$ cat src/rtl/cdc_fifo_ser_pkg.sv
// Shared types and helpers for the CDC FIFO serializer / deserializer pair.
package cdc_fifo_ser_pkg;

   // Beat width used when the instantiating code does not override it.
   localparam int unsigned DEFAULT_BEAT_WIDTH = 8;

   typedef enum logic {
      SER_IDLE = 1'b0,
      SER_SEND = 1'b1
   } ser_state_e;

   // Limits a requested beat count (minus one) to the last beat index of a word.
   // Only matters when the beat count is not a power of two.
   function automatic int unsigned clamp_len(input int unsigned len,
                                             input int unsigned max_len);
      return (len > max_len) ? max_len : len;
   endfunction

endpackage

$ cat src/rtl/cdc_fifo_ser_beat_mux.sv
// Combinational beat select: picks beat cnt_i out of a wide word, LSB beat = index 0.
module cdc_fifo_ser_beat_mux #(
   parameter int unsigned DATA_WIDTH = 32,
   parameter int unsigned BEAT_WIDTH = 8,
   parameter int unsigned CNT_WIDTH  = 2
) (
   input  logic [DATA_WIDTH-1:0] word_i,
   input  logic [CNT_WIDTH-1:0]  cnt_i,
   output logic [BEAT_WIDTH-1:0] beat_o
);

   localparam int unsigned NUM_BEATS = DATA_WIDTH / BEAT_WIDTH;

   // One-hot compare per beat slot; out-of-range indices select zero.
   always_comb begin
      beat_o = '0;
      for (int i = 0; i < NUM_BEATS; i++) begin
         if (cnt_i == CNT_WIDTH'(i)) begin
            beat_o = word_i[i*BEAT_WIDTH +: BEAT_WIDTH];
         end
      end
   end

endmodule

$ cat src/rtl/cdc_fifo_src_serializer.sv
// Source-side serializer feeding the CDC FIFO write port: splits each wide word
// into narrow beats, LSB beat first, with a last flag on the final beat.
// Optional build macro CDC_FIFO_SER_PARITY_EN adds out_par_o (even parity of out_data_o).
//
// Handshakes: both sides use valid/ready. A transfer happens on a cycle where
// valid and ready are both high; once out_valid_o is high it stays high with
// out_data_o/out_last_o stable until out_ready_i accepts the beat. in_ready_o may
// depend combinationally on out_ready_i (word hand-over on the last beat).
module cdc_fifo_src_serializer
   import cdc_fifo_ser_pkg::*;
#(
   parameter int unsigned DATA_WIDTH = 32,
   parameter int unsigned BEAT_WIDTH = DEFAULT_BEAT_WIDTH,
   localparam int unsigned NUM_BEATS = DATA_WIDTH / BEAT_WIDTH,
   localparam int unsigned CNT_WIDTH = (NUM_BEATS > 1) ? $clog2(NUM_BEATS) : 1
) (
   input  logic                  src_clk_i,
   input  logic                  src_rst_ni,
   input  logic [DATA_WIDTH-1:0] in_data_i,
   input  logic [CNT_WIDTH-1:0]  in_len_i,
   input  logic                  in_valid_i,
   output logic                  in_ready_o,
   output logic [BEAT_WIDTH-1:0] out_data_o,
   output logic                  out_last_o,
   output logic                  out_valid_o,
   input  logic                  out_ready_i,
   output logic                  busy_o
`ifdef CDC_FIFO_SER_PARITY_EN
   ,
   output logic                  out_par_o
`endif
);

   ser_state_e            state_q, state_d;
   logic [DATA_WIDTH-1:0] word_q, word_d;
   logic [CNT_WIDTH-1:0]  cnt_q, cnt_d;
   logic [CNT_WIDTH-1:0]  len_q, len_d;
   logic [BEAT_WIDTH-1:0] beat_sel;
   logic                  is_last;

   // Length captured with the word, clamped so the counter can never pass the last slot.
   logic [CNT_WIDTH-1:0]  len_clamped;
   assign len_clamped = CNT_WIDTH'(clamp_len(int'(in_len_i), NUM_BEATS - 1));

   cdc_fifo_ser_beat_mux #(
      .DATA_WIDTH (DATA_WIDTH),
      .BEAT_WIDTH (BEAT_WIDTH),
      .CNT_WIDTH  (CNT_WIDTH)
   ) u_beat_mux (
      .word_i (word_q),
      .cnt_i  (cnt_q),
      .beat_o (beat_sel)
   );

   assign is_last = (cnt_q == len_q);

   // Next-state, counter and handshake outputs; a finishing word may hand over
   // directly to the next one so back-to-back words leave no bubble.
   always_comb begin
      state_d     = state_q;
      word_d      = word_q;
      cnt_d       = cnt_q;
      len_d       = len_q;
      in_ready_o  = 1'b0;
      out_valid_o = 1'b0;
      out_last_o  = 1'b0;
      out_data_o  = '0;
      busy_o      = 1'b0;

      unique case (state_q)
         SER_IDLE: begin
            in_ready_o = 1'b1;
            if (in_valid_i) begin
               word_d  = in_data_i;
               len_d   = len_clamped;
               cnt_d   = '0;
               state_d = SER_SEND;
            end
         end

         SER_SEND: begin
            busy_o      = 1'b1;
            out_valid_o = 1'b1;
            out_last_o  = is_last;
            out_data_o  = beat_sel;
            if (out_ready_i) begin
               if (!is_last) begin
                  cnt_d = cnt_q + CNT_WIDTH'(1);
               end else begin
                  in_ready_o = 1'b1;
                  if (in_valid_i) begin
                     word_d = in_data_i;
                     len_d  = len_clamped;
                     cnt_d  = '0;
                  end else begin
                     state_d = SER_IDLE;
                  end
               end
            end
         end

         default: state_d = SER_IDLE;
      endcase
   end

   // State, word, length and beat counter registers; reset drops any held word.
   always_ff @(posedge src_clk_i or negedge src_rst_ni) begin
      if (!src_rst_ni) begin
         state_q <= SER_IDLE;
         word_q  <= '0;
         cnt_q   <= '0;
         len_q   <= '0;
      end else begin
         state_q <= state_d;
         word_q  <= word_d;
         cnt_q   <= cnt_d;
         len_q   <= len_d;
      end
   end

`ifdef CDC_FIFO_SER_PARITY_EN
   // Parity derives only from registered word/counter, so it moves with the beat.
   assign out_par_o = ^out_data_o;
`endif

endmodule

$ cat config.mk
export PLATFORM = sky130hd
export DESIGN_NAME = cdc_fifo_src_serializer
export DESIGN_NICKNAME = d
export VERILOG_FILES = /design/src/rtl/cdc_fifo_ser_pkg.sv /design/src/rtl/cdc_fifo_ser_beat_mux.sv /design/src/rtl/cdc_fifo_src_serializer.sv
export SDC_FILE = /design/constraint.sdc
export NUM_CORES = 1
export LEC_CHECK = 0
export BUFFER_PORTS_ARGS = -buffer_cell sky130_fd_sc_hd__buf_2
export CAP_MARGIN = 0
export CORE_MARGIN = 2
export CORE_UTILIZATION = 30
export DETAILED_ROUTE_END_ITERATION = 7
export GPL_ROUTABILITY_DRIVEN = 0
export SETUP_SLACK_MARGIN = 0.3
export SLEW_MARGIN = 5
export SYNTH_ARGS = -nofsm -noshare
export SYNTH_HDL_FRONTEND = slang
export SYNTH_SLANG_ARGS = --single-unit
$ cat constraint.sdc
create_clock -name src_clk_i -period 1.9 [get_ports src_clk_i]
set_input_delay 0.19 -clock src_clk_i [delete_from_list [all_inputs] [get_ports src_clk_i]]
set_output_delay 0.19 -clock src_clk_i [all_outputs]
set_load 0.05 [all_outputs]
==> impl_metrics.toml, run 1 <==
[sta]
worst_slew_pin_slew_ps = 366
finalHoldViolCount = 0
grt_setup_unrepaired = "true"
fmaxAchievable_mhz = 470
final_setup_tns_ps = -1470
finalClockSkew_ps = 8.27
setup_viol = 8
hold_slack_ps = 119
fin_crit_sh_pct = 112
finalWorstPathRequiredPeriod_ps = 2130
slew_headroom_pct = 75.6
report.final.slew_viol_count = 0
postLayoutSetupSlackWorst_ps = -225

[synthesis]
yosys_register_bits = 37
edff_count_synth = 0
yosys_warnings = 0
postSynth.topFlopCell = "dfrtp_1"
postSynthCellCount = 155
postSynth.asyncResetShare_pct = 100
synth.area.top_cells = "dfrtp_1, mux2_2, a211o_1, a221oi_1, a21oi_1"
synth_top_area_cell = "dfrtp_1"
post_synth.cell_area_avg_sq_um = 12.0
seq_total_area_yosys_pct = 49.7
synth.top_cell.area_share_pct = 49.7
synth.lib_cells_used.distinct = 32
synth_nets = 197
syn-cell-area_sq_um = 1860

[floorplanning]
floorplan.die.width_microns = 82.8
die_height_microns = 82.8
initial_cell_density_of_the_core_pct = 31.3
fp-row-count = 28
floorplan.io_pins = 50
design.core.area_sq_um = 5960
die_area_sq_um = 6850

[finish]
antenna_cells = 0
mostFrequentLayoutCells = "buf_2, dfrtp_1, mux2_2"
final_common_cell = "buf_2"
number_of_nets_in_the_layout = 270
area_added_between_synthesis_and_finish_pct = 50.9
finish.utilization_pct = 47.2
final_area_sq_um = 2810
drive_above_1_share_pct = 65.5
finalNonFillerCells = 304

[setup_path]
critical_path.startpoint = "cnt_q[0]"
setup.worst_path.class = "reg -> out"
critPathArrivalTime_ps = 1940
worst_r2r_path_depth = 6
setup_slack_of_the_worst_register_to_register_path_ps = 170
critPathMaxFanout = 3
worst_setup_path_start_kind = "flop"
end_of_the_worst_register_to_register_path = "word_q[26]"
rr_startpoint = "cnt_q[0]"
worstPathRequired_ps = 1710
worstSetupEndpointType = "primary output"

[placed_design]
port-buffer-count = 49
dp_hpwl_mm = 3.17
dpl_cell_area_sq_um = 2410
dpl.cell_count = 287

[worst_hold_path]
worstHoldEndpoint = "word_q[16]"
hp-class = "in -> reg"
hold_path.startpoint = "in_data_i[16]"
hold_path_depth = 2

[routing]
drt_pass1_iterations = 4
detail_route.iter0.violations = 44
wirelength_mm = 4.51
route.layer.met1.wl_mm = 2.04
met2RoutedLength_mm = 2.17
detail_route.drc_violations = 0
drtAntennaViolNets = 0
per_cell_routed_wire_length_microns = 14.8
detailed_routed_wire_length_on_met3_microns = 238
post_drt_via_cell_ratio = 4.75
route.vias.total = 1445
top_layer = "met4"

[grt]
grt-ovfl-total = 0
grt_pass1_wl_mm = 7.12
first_global_vias = 1436
number_of_antenna_violations_at_the_first_check_in_global_routing = 0
grtUsageTotal_pct = 14.6
largest_net_degree_at_the_start_of_global_routing = 16

[outcome]
violated_checks = "negative setup slack"
status = "complete, but fails checks"

[cts]
cts.sinks = 37
root_buffer = "clkbuf_8"
clock_latency_ps = 290
cts-root-to-sink-buffers = 2
cts_tree = "built"
cts-htree-levels = 2
numCtsBuffers = 5
clk_pin_slew_ps = 80

[power]
max-vdd-ir-drop_mv = 1.28
p_leak_uw = 0.00129
pwr_density_cell_nw_per_um2 = 2170

[run]
max_cap_viol_count = 0
-- worst max-delay path by stage --
stage / slack [ps] / cells after the start / endpoint
5_1_grt: -320 / 9 / out_data_o[1]
3_5_place_dp: -130 / 9 / out_data_o[1]
2_1_floorplan: -30 / 8 / out_data_o[5]
3_3_place_gp: -100 / 9 / out_data_o[1]
6_report: -230 / 9 / out_data_o[1]
4_1_cts: -270 / 9 / out_data_o[1]
-- flip-flops by register name, summed over array words and instances, names as in the netlist --
name and flops:
cnt_q 2, word_q 32, state_q 1, len_q 2
-- synthesized netlist by cell type (2+ instances only) --
cell / number
mux2_2: 30
buf_6: 3
clkbuf_1: 5
dfrtp_1: 37
inv_1: 13
o21ai_0: 2
a221oi_1: 7
ha_1: 4
and3_1: 3
mux2_4: 2
a21oi_1: 10
nand2_1: 11
nor2_1: 3
a211o_1: 7
-- worst max-delay path: stages, from the launching register on --
cell	delay, ps
dfrtp_2	430
inv_2	80
ha_4	130
nor2b_4	150
buf_6	100
a221oi_2	60
buf_4	130
a211o_1	250
a21oi_4	130
buf_6	180
-- metal layers --
| layer | up-vias | global-route usage, % |
|---|---|---|
| li1 | 702 | - |
| met1 | 702 | 18.7 |
| met2 | 36 | 23.5 |
| met3 | 5 | 4.00 |
| met4 | 0 | 5.41 |
| met5 | - | 0 |
-- final cells by class --
type	count	area [sq um]
Clock buffer	5	68.8
Clock inverter	3	46.3
Fill cell	561	3150
Inverter	14	53.8
Multi-Input combinational cell	95	1030
Sequential cell	37	930
Tap cell	75	93.8
Timing Repair Buffer	75	584
-- where the power goes --
part / leakage (uW) / total, uW / internal [uW] / switching, uW
logic: 0.000802 / 3920 / 1930 / 1990
registers: 0.000433 / 1470 / 1190 / 278
clock network: 0.0000543 / 697 / 393 / 305
-- timing repair --
item	in CTS	in global routing
endpoints found under the hold margin	13	0
hold buffers	1	0
cloned	1	0
setup endpoints to repair	42	43
setup buffers	6	1
pin swaps	3	5
gates resized for setup	46	4
-- cell families after synthesis --
group	after synthesis	share of synthesized area, %
xor gates and xnor gates	3	1.81
DFF	37	49.7
adders and majority gates	4	2.69
muxes	32	19.8
AOI/OAI and AO/OA	35	14.7
and+or+nand+nor	21	5.31
buffers and inverters	23	6.05
-- per-stage QoR --
stage,power [uW],setup slack [ps]
6_report,6090,-225
5_1_grt,6450,-316
4_1_cts,6070,-270
3_5_place_dp,4650,-126
3_3_place_gp,4610,-95.1
2_1_floorplan,3910,-33.7
Note: power is estimated with default switching activity, not from simulation.
==> run 2: changes to the inputs <==
- CELL_PAD_IN_SITES_DETAIL_PLACEMENT: unset -> 1
- CELL_PAD_IN_SITES_GLOBAL_PLACEMENT: unset -> 2
- PLACE_DENSITY_LB_ADDON: unset -> 0.1
==> impl_metrics.toml, run 2 (same netlist as run 1, synthesis figures left out) <==
[finish]
max_flop_register = "word_q"
drive_above_1_share_pct = 65.4
finalNonFillerCells = 306
area_added_between_synthesis_and_finish_pct = 58.5
mostFrequentLayoutCells = "buf_2, dfrtp_1, mux2_4"
final_common_cell = "buf_2"
sequential_cell_area_sq_um = 930
reg_top3 = "word_q (32), cnt_q (2), len_q (2)"
multiInputGateArea_sq_um = 1130
antenna_cells = 0
largest_register_ffs = 32
number_of_nets_in_the_layout = 273
filler_cell_count = 641

[sta]
fmaxAchievable_mhz = 475
hold_slack_ps = 123
finalClockSkew_ps = 9.56
setup_viol = 8
finalWorstPathRequiredPeriod_ps = 2110
final_setup_tns_ps = -1450
finalHoldViolCount = 0
fin_crit_sh_pct = 111
report.final.slew_viol_count = 0
slew_headroom_pct = 68.4
grt_setup_unrepaired = "true"
worst_slew_pin_slew_ps = 474
postLayoutSetupSlackWorst_ps = -206

[cts]
cts-htree-levels = 2
clock_latency_ps = 290
numCtsBuffers = 5
cts.sinks = 37
cts-root-to-sink-buffers = 2
root_buffer = "clkbuf_8"
cts_tree = "built"
clk_pin_slew_ps = 80

[setup_path]
rr_startpoint = "cnt_q[0]"
worst_r2r_path_depth = 8
timing.critical_path.slowest_stage_cell = "dfrtp_2"
endpoint = "out_data_o[7]"
setup.worst_path.class = "reg -> out"
worstPathRequired_ps = 1710
cp_cell_sequence = "inv_2 -> ha_4 -> nor2b_4 -> buf_6 -> a221oi_2 -> a211o_1 -> a21oi_4 -> buf_6"
critPathArrivalTime_ps = 1920
end_of_the_worst_register_to_register_path = "word_q[14]"
critical_path.startpoint = "cnt_q[0]"
critPathMaxFanout = 6
setup_slack_of_the_worst_register_to_register_path_ps = 20
cp_slowest_stage_delay_ps = 440
worstSetupEndpointType = "primary output"
worst_setup_path_start_kind = "flop"
critical-path-top-cell-by-count = "buf_6"

[routing]
wirelength_mm = 5.28
route.vias.total = 1517
post_drt_via_cell_ratio = 4.96
per_cell_routed_wire_length_microns = 17.3
detail_route.iter0.violations = 57
drtAntennaViolNets = 0
detail_route.drc_violations = 0
drt_pass1_iterations = 3

[grt]
number_of_antenna_violations_at_the_first_check_in_global_routing = 0
first_global_vias = 1638
grtUsageTotal_pct = 16.9
grt-ovfl-total = 0
largest_net_degree_at_the_start_of_global_routing = 38
grt_pass1_wl_mm = 8.36

[worst_hold_path]
hp-class = "in -> reg"

[power]
pwr_density_cell_nw_per_um2 = 2170
p_leak_uw = 0.00144
max-vdd-ir-drop_mv = 0.948

[run]
max_cap_viol_count = 0

[floorplanning]
die_area_sq_um = 6850
initial_cell_density_of_the_core_pct = 31.3
floorplan.io_pins = 50
die_height_microns = 82.8
design.core.area_sq_um = 5960
floorplan.die.width_microns = 82.8
fp-row-count = 28

[placed_design]
port-buffer-count = 49
dpl.cell_count = 282
dp_hpwl_mm = 3.47

[outcome]
violated_checks = "negative setup slack"
status = "complete, but fails checks"
run 2: final cells by class:
cell class	instances	area share, %
well taps	75	3.18
clock buffers	6	2.46
clock inverters	1	0.170
multi-input cells	95	38.2
flip-flops and latches	37	31.5
repair buffers	78	22.7
inverters	14	1.82
run 2: timing repair:
| action | 4_1_cts | 5_1_grt |
|---|---|---|
| pin swaps | 15 | 11 |
| resized for setup | 63 | 15 |
| buffers inserted | 10 | 2 |
| endpoints found under the setup margin | 45 | 45 |
| endpoints found under the hold margin | 37 | 0 |
| hold buffers | 1 | 0 |
| gates cloned | 4 | 0 |
run 2: worst max-delay path: cells and delay by family (launching register included):
family | cells | cell delay (ps)
AOI/OAI and AO/OA | 3 | 500
DFF | 1 | 440
and+or+nand+nor | 1 | 160
adders and majority gates | 1 | 130
buffers and inverters | 3 | 410
run 2: report_power, final:
group          switching [uW]  internal, uW  total, uW
Sequential                315          1190       1510
Combinational            2110          2250       4360
Clock                     274           249        524
Total                    2700          3700       6390
run 2: worst min path at each step:
stage | startpoint | to | slack, ps | cells after the start
after detailed placement | src_rst_ni | word_q[29] | 270 | 2
after floorplan | src_rst_ni | cnt_q[0] | -110 | 0
after global placement | src_rst_ni | word_q[29] | 260 | 2
after CTS | in_data_i[2] | word_q[2] | 120 | 2
after global routing | in_data_i[6] | word_q[6] | 120 | 2
final | in_data_i[6] | word_q[6] | 120 | 2
run 2: routing by layer:
layer	part of all wire [%]	vias to the layer above	track usage (%)
li1	-	706	-
met1	43	778	21.2
met2	52	26	28.6
met3	3.5	7	3.35
met4	1.1	0	6.39
met5	0	-	0
run 2: per-stage QoR:
step                total power, uW  area [sq um]  setup slack, ps  utilization, %
detailed placement             4640          2370             -117            39.8
floorplan                      3910          2000            -33.7               -
finish                         6390          2950             -206            49.6
global placement               4560          2370            -74.1            39.8
CTS                            6230          2870             -214            48.3
global route                   6750          2950             -287            49.6
==> run 3: changes to the inputs <==
- clock period: 1.9 -> 1.8 ns (I/O delays scaled with it)
==> impl_metrics.toml, run 3 (same netlist as run 1, synthesis figures left out) <==
[floorplanning]
design.core.area_sq_um = 5960
fp-row-count = 28
die_height_microns = 82.8
floorplan.die.width_microns = 82.8
die_area_sq_um = 6850
floorplan.io_pins = 50
initial_cell_density_of_the_core_pct = 31.3

[finish]
largest_register_ffs = 32
max_flop_register = "word_q"
finalNonFillerCells = 305
area_added_between_synthesis_and_finish_pct = 53.8
filler_cell_count = 630
final_common_cell = "buf_2"
sequential_cell_area_sq_um = 932
multiInputGateArea_sq_um = 1060
drive_above_1_share_pct = 65.7
antenna_cells = 0
number_of_nets_in_the_layout = 271
reg_top3 = "word_q (32), cnt_q (2), len_q (2)"
mostFrequentLayoutCells = "buf_2, dfrtp_1, mux2_2"

[cts]
clk_pin_slew_ps = 80
cts_tree = "built"
cts.sinks = 37
root_buffer = "clkbuf_8"
numCtsBuffers = 5
clock_latency_ps = 300
cts-htree-levels = 2
cts-root-to-sink-buffers = 2

[setup_path]
timing.critical_path.slowest_stage_cell = "dfrtp_2"
worstPathRequired_ps = 1620
worstSetupEndpointType = "primary output"
cp_slowest_stage_delay_ps = 400
cp_cell_sequence = "inv_2 -> buf_4 -> ha_4 -> buf_6 -> buf_12 -> a211o_1 -> a21oi_4 -> buf_6"
setup.worst_path.class = "reg -> out"
critPathArrivalTime_ps = 1940
critPathMaxFanout = 6
worst_setup_path_start_kind = "flop"
critical-path-top-cell-by-count = "buf_6"

[sta]
final_setup_tns_ps = -2850
setup_viol = 25
fin_crit_sh_pct = 118
grt_setup_unrepaired = "true"
finalClockSkew_ps = 12.3
finalHoldViolCount = 0
finalWorstPathRequiredPeriod_ps = 2120
postLayoutSetupSlackWorst_ps = -322
slew_headroom_pct = 67.0
report.final.slew_viol_count = 0
fmaxAchievable_mhz = 471
worst_slew_pin_slew_ps = 495

[routing]
drt_pass1_iterations = 4
detail_route.drc_violations = 0
per_cell_routed_wire_length_microns = 18.1
drtAntennaViolNets = 0
route.vias.total = 1499
wirelength_mm = 5.52
post_drt_via_cell_ratio = 4.91
detail_route.iter0.violations = 35

[power]
power.share.combinational_pct = 66.9
internal-power_uw = 3710
share_seq_of_total_power_pct = 24.2
report.power.total_uw = 6600
pwr_density_cell_nw_per_um2 = 2300
power_frac_clock_pct = 8.9
netSwitchingFraction_pct = 43.8
max-vdd-ir-drop_mv = 1.06
switching_power_uw = 2890
p_leak_uw = 0.00131

[outcome]
violated_checks = "negative setup slack"
status = "complete, but fails checks"

[run]
max_cap_viol_count = 0

[grt]
number_of_antenna_violations_at_the_first_check_in_global_routing = 0
largest_net_degree_at_the_start_of_global_routing = 38
grtUsageTotal_pct = 17.5
first_global_vias = 1687
grt-ovfl-total = 0
grt_pass1_wl_mm = 8.58

[placed_design]
port-buffer-count = 49
dpl.cell_count = 283
dp_hpwl_mm = 3.65

[worst_hold_path]
hp-class = "in -> reg"
==> run 3: cell types whose count changed in the layout (fill, tap and decap cells not counted), moves of 2 or more <==
| cell | previous run | this run |
|---|---|---|
| buf_16 | 4 | 1 |
| buf_6 | 18 | 14 |
| clkinv_4 | 0 | 2 |
| clkinv_2 | 2 | 0 |
| a21oi_1 | 3 | 1 |
| buf_12 | 2 | 4 |
| mux2_2 | 6 | 30 |
| mux2_4 | 26 | 2 |
==> run 3: critical path: cells and delay by family (launching register included) <==
kind            cells  cell delay, ps
flops               1             400
compound gates      2             450
fa+ha+maj           1             160
buf+inv             5             630
==> run 3: area by class of cell <==
type | instances | share of cell area (%)
Multi-Input combinational cell | 95 | 36.9
Sequential cell | 37 | 32.5
Timing Repair Buffer | 76 | 22.3
Tap cell | 75 | 3.28
Clock buffer | 7 | 2.66
Inverter | 14 | 2.01
Clock inverter | 1 | 0.306
==> run 3: repair_timing <==
item	4_1_cts	5_1_grt
pin swaps	9	13
buffers inserted	4	6
endpoints found under the setup margin	45	46
gates resized for setup	44	10
gates cloned	3	0
hold endpoints to repair	37	0
hold buffers	1	0
==> run 3: per-layer routing <==
layer	share of wire, %	wire, microns	track usage [%]	up-vias
met5	0	0	0	-
li1	-	-	-	699
met4	1.1	61	5.41	0
met1	40	2220	20.0	763
met3	3.4	186	3.46	6
met2	55	3040	32.5	31
==> run 3: power by group through the flow <==
stage	Clock, uW	Sequential, uW	Combinational (uW)
floorplan	0	1500	2660
global placement	0	1540	3340
detailed placement	0	1560	3440
CTS	602	1580	4230
global route	652	1650	4690
finish	586	1590	4420
==> run 3: final timing paths <==
check	start	endpoint	slack (ps)	cells past startpoint
max	cnt_q[0]	out_data_o[2]	-320	8
min	in_data_i[9]	word_q[9]	110	2
max reg2reg	cnt_q[0]	word_q[5]	-50	6
min reg2reg	word_q[17]	word_q[17]	510	1
max in group asynchronous	src_rst_ni	state_q	920	3
min in group asynchronous	src_rst_ni	word_q[24]	490	3
==> run 3: through the flow <==
step | hold WS [ps] | cell area, sq um | setup slack [ps] | utilization (%)
final | 106 | 2860 | -322 | 48.1
after global placement | 250 | 2390 | -116 | 40.1
after floorplan | -116 | 2010 | -124 | -
after detailed placement | 272 | 2390 | -215 | 40.1
after global routing | 100 | 2860 | -396 | 48.1
after CTS | 103 | 2760 | -306 | 46.4
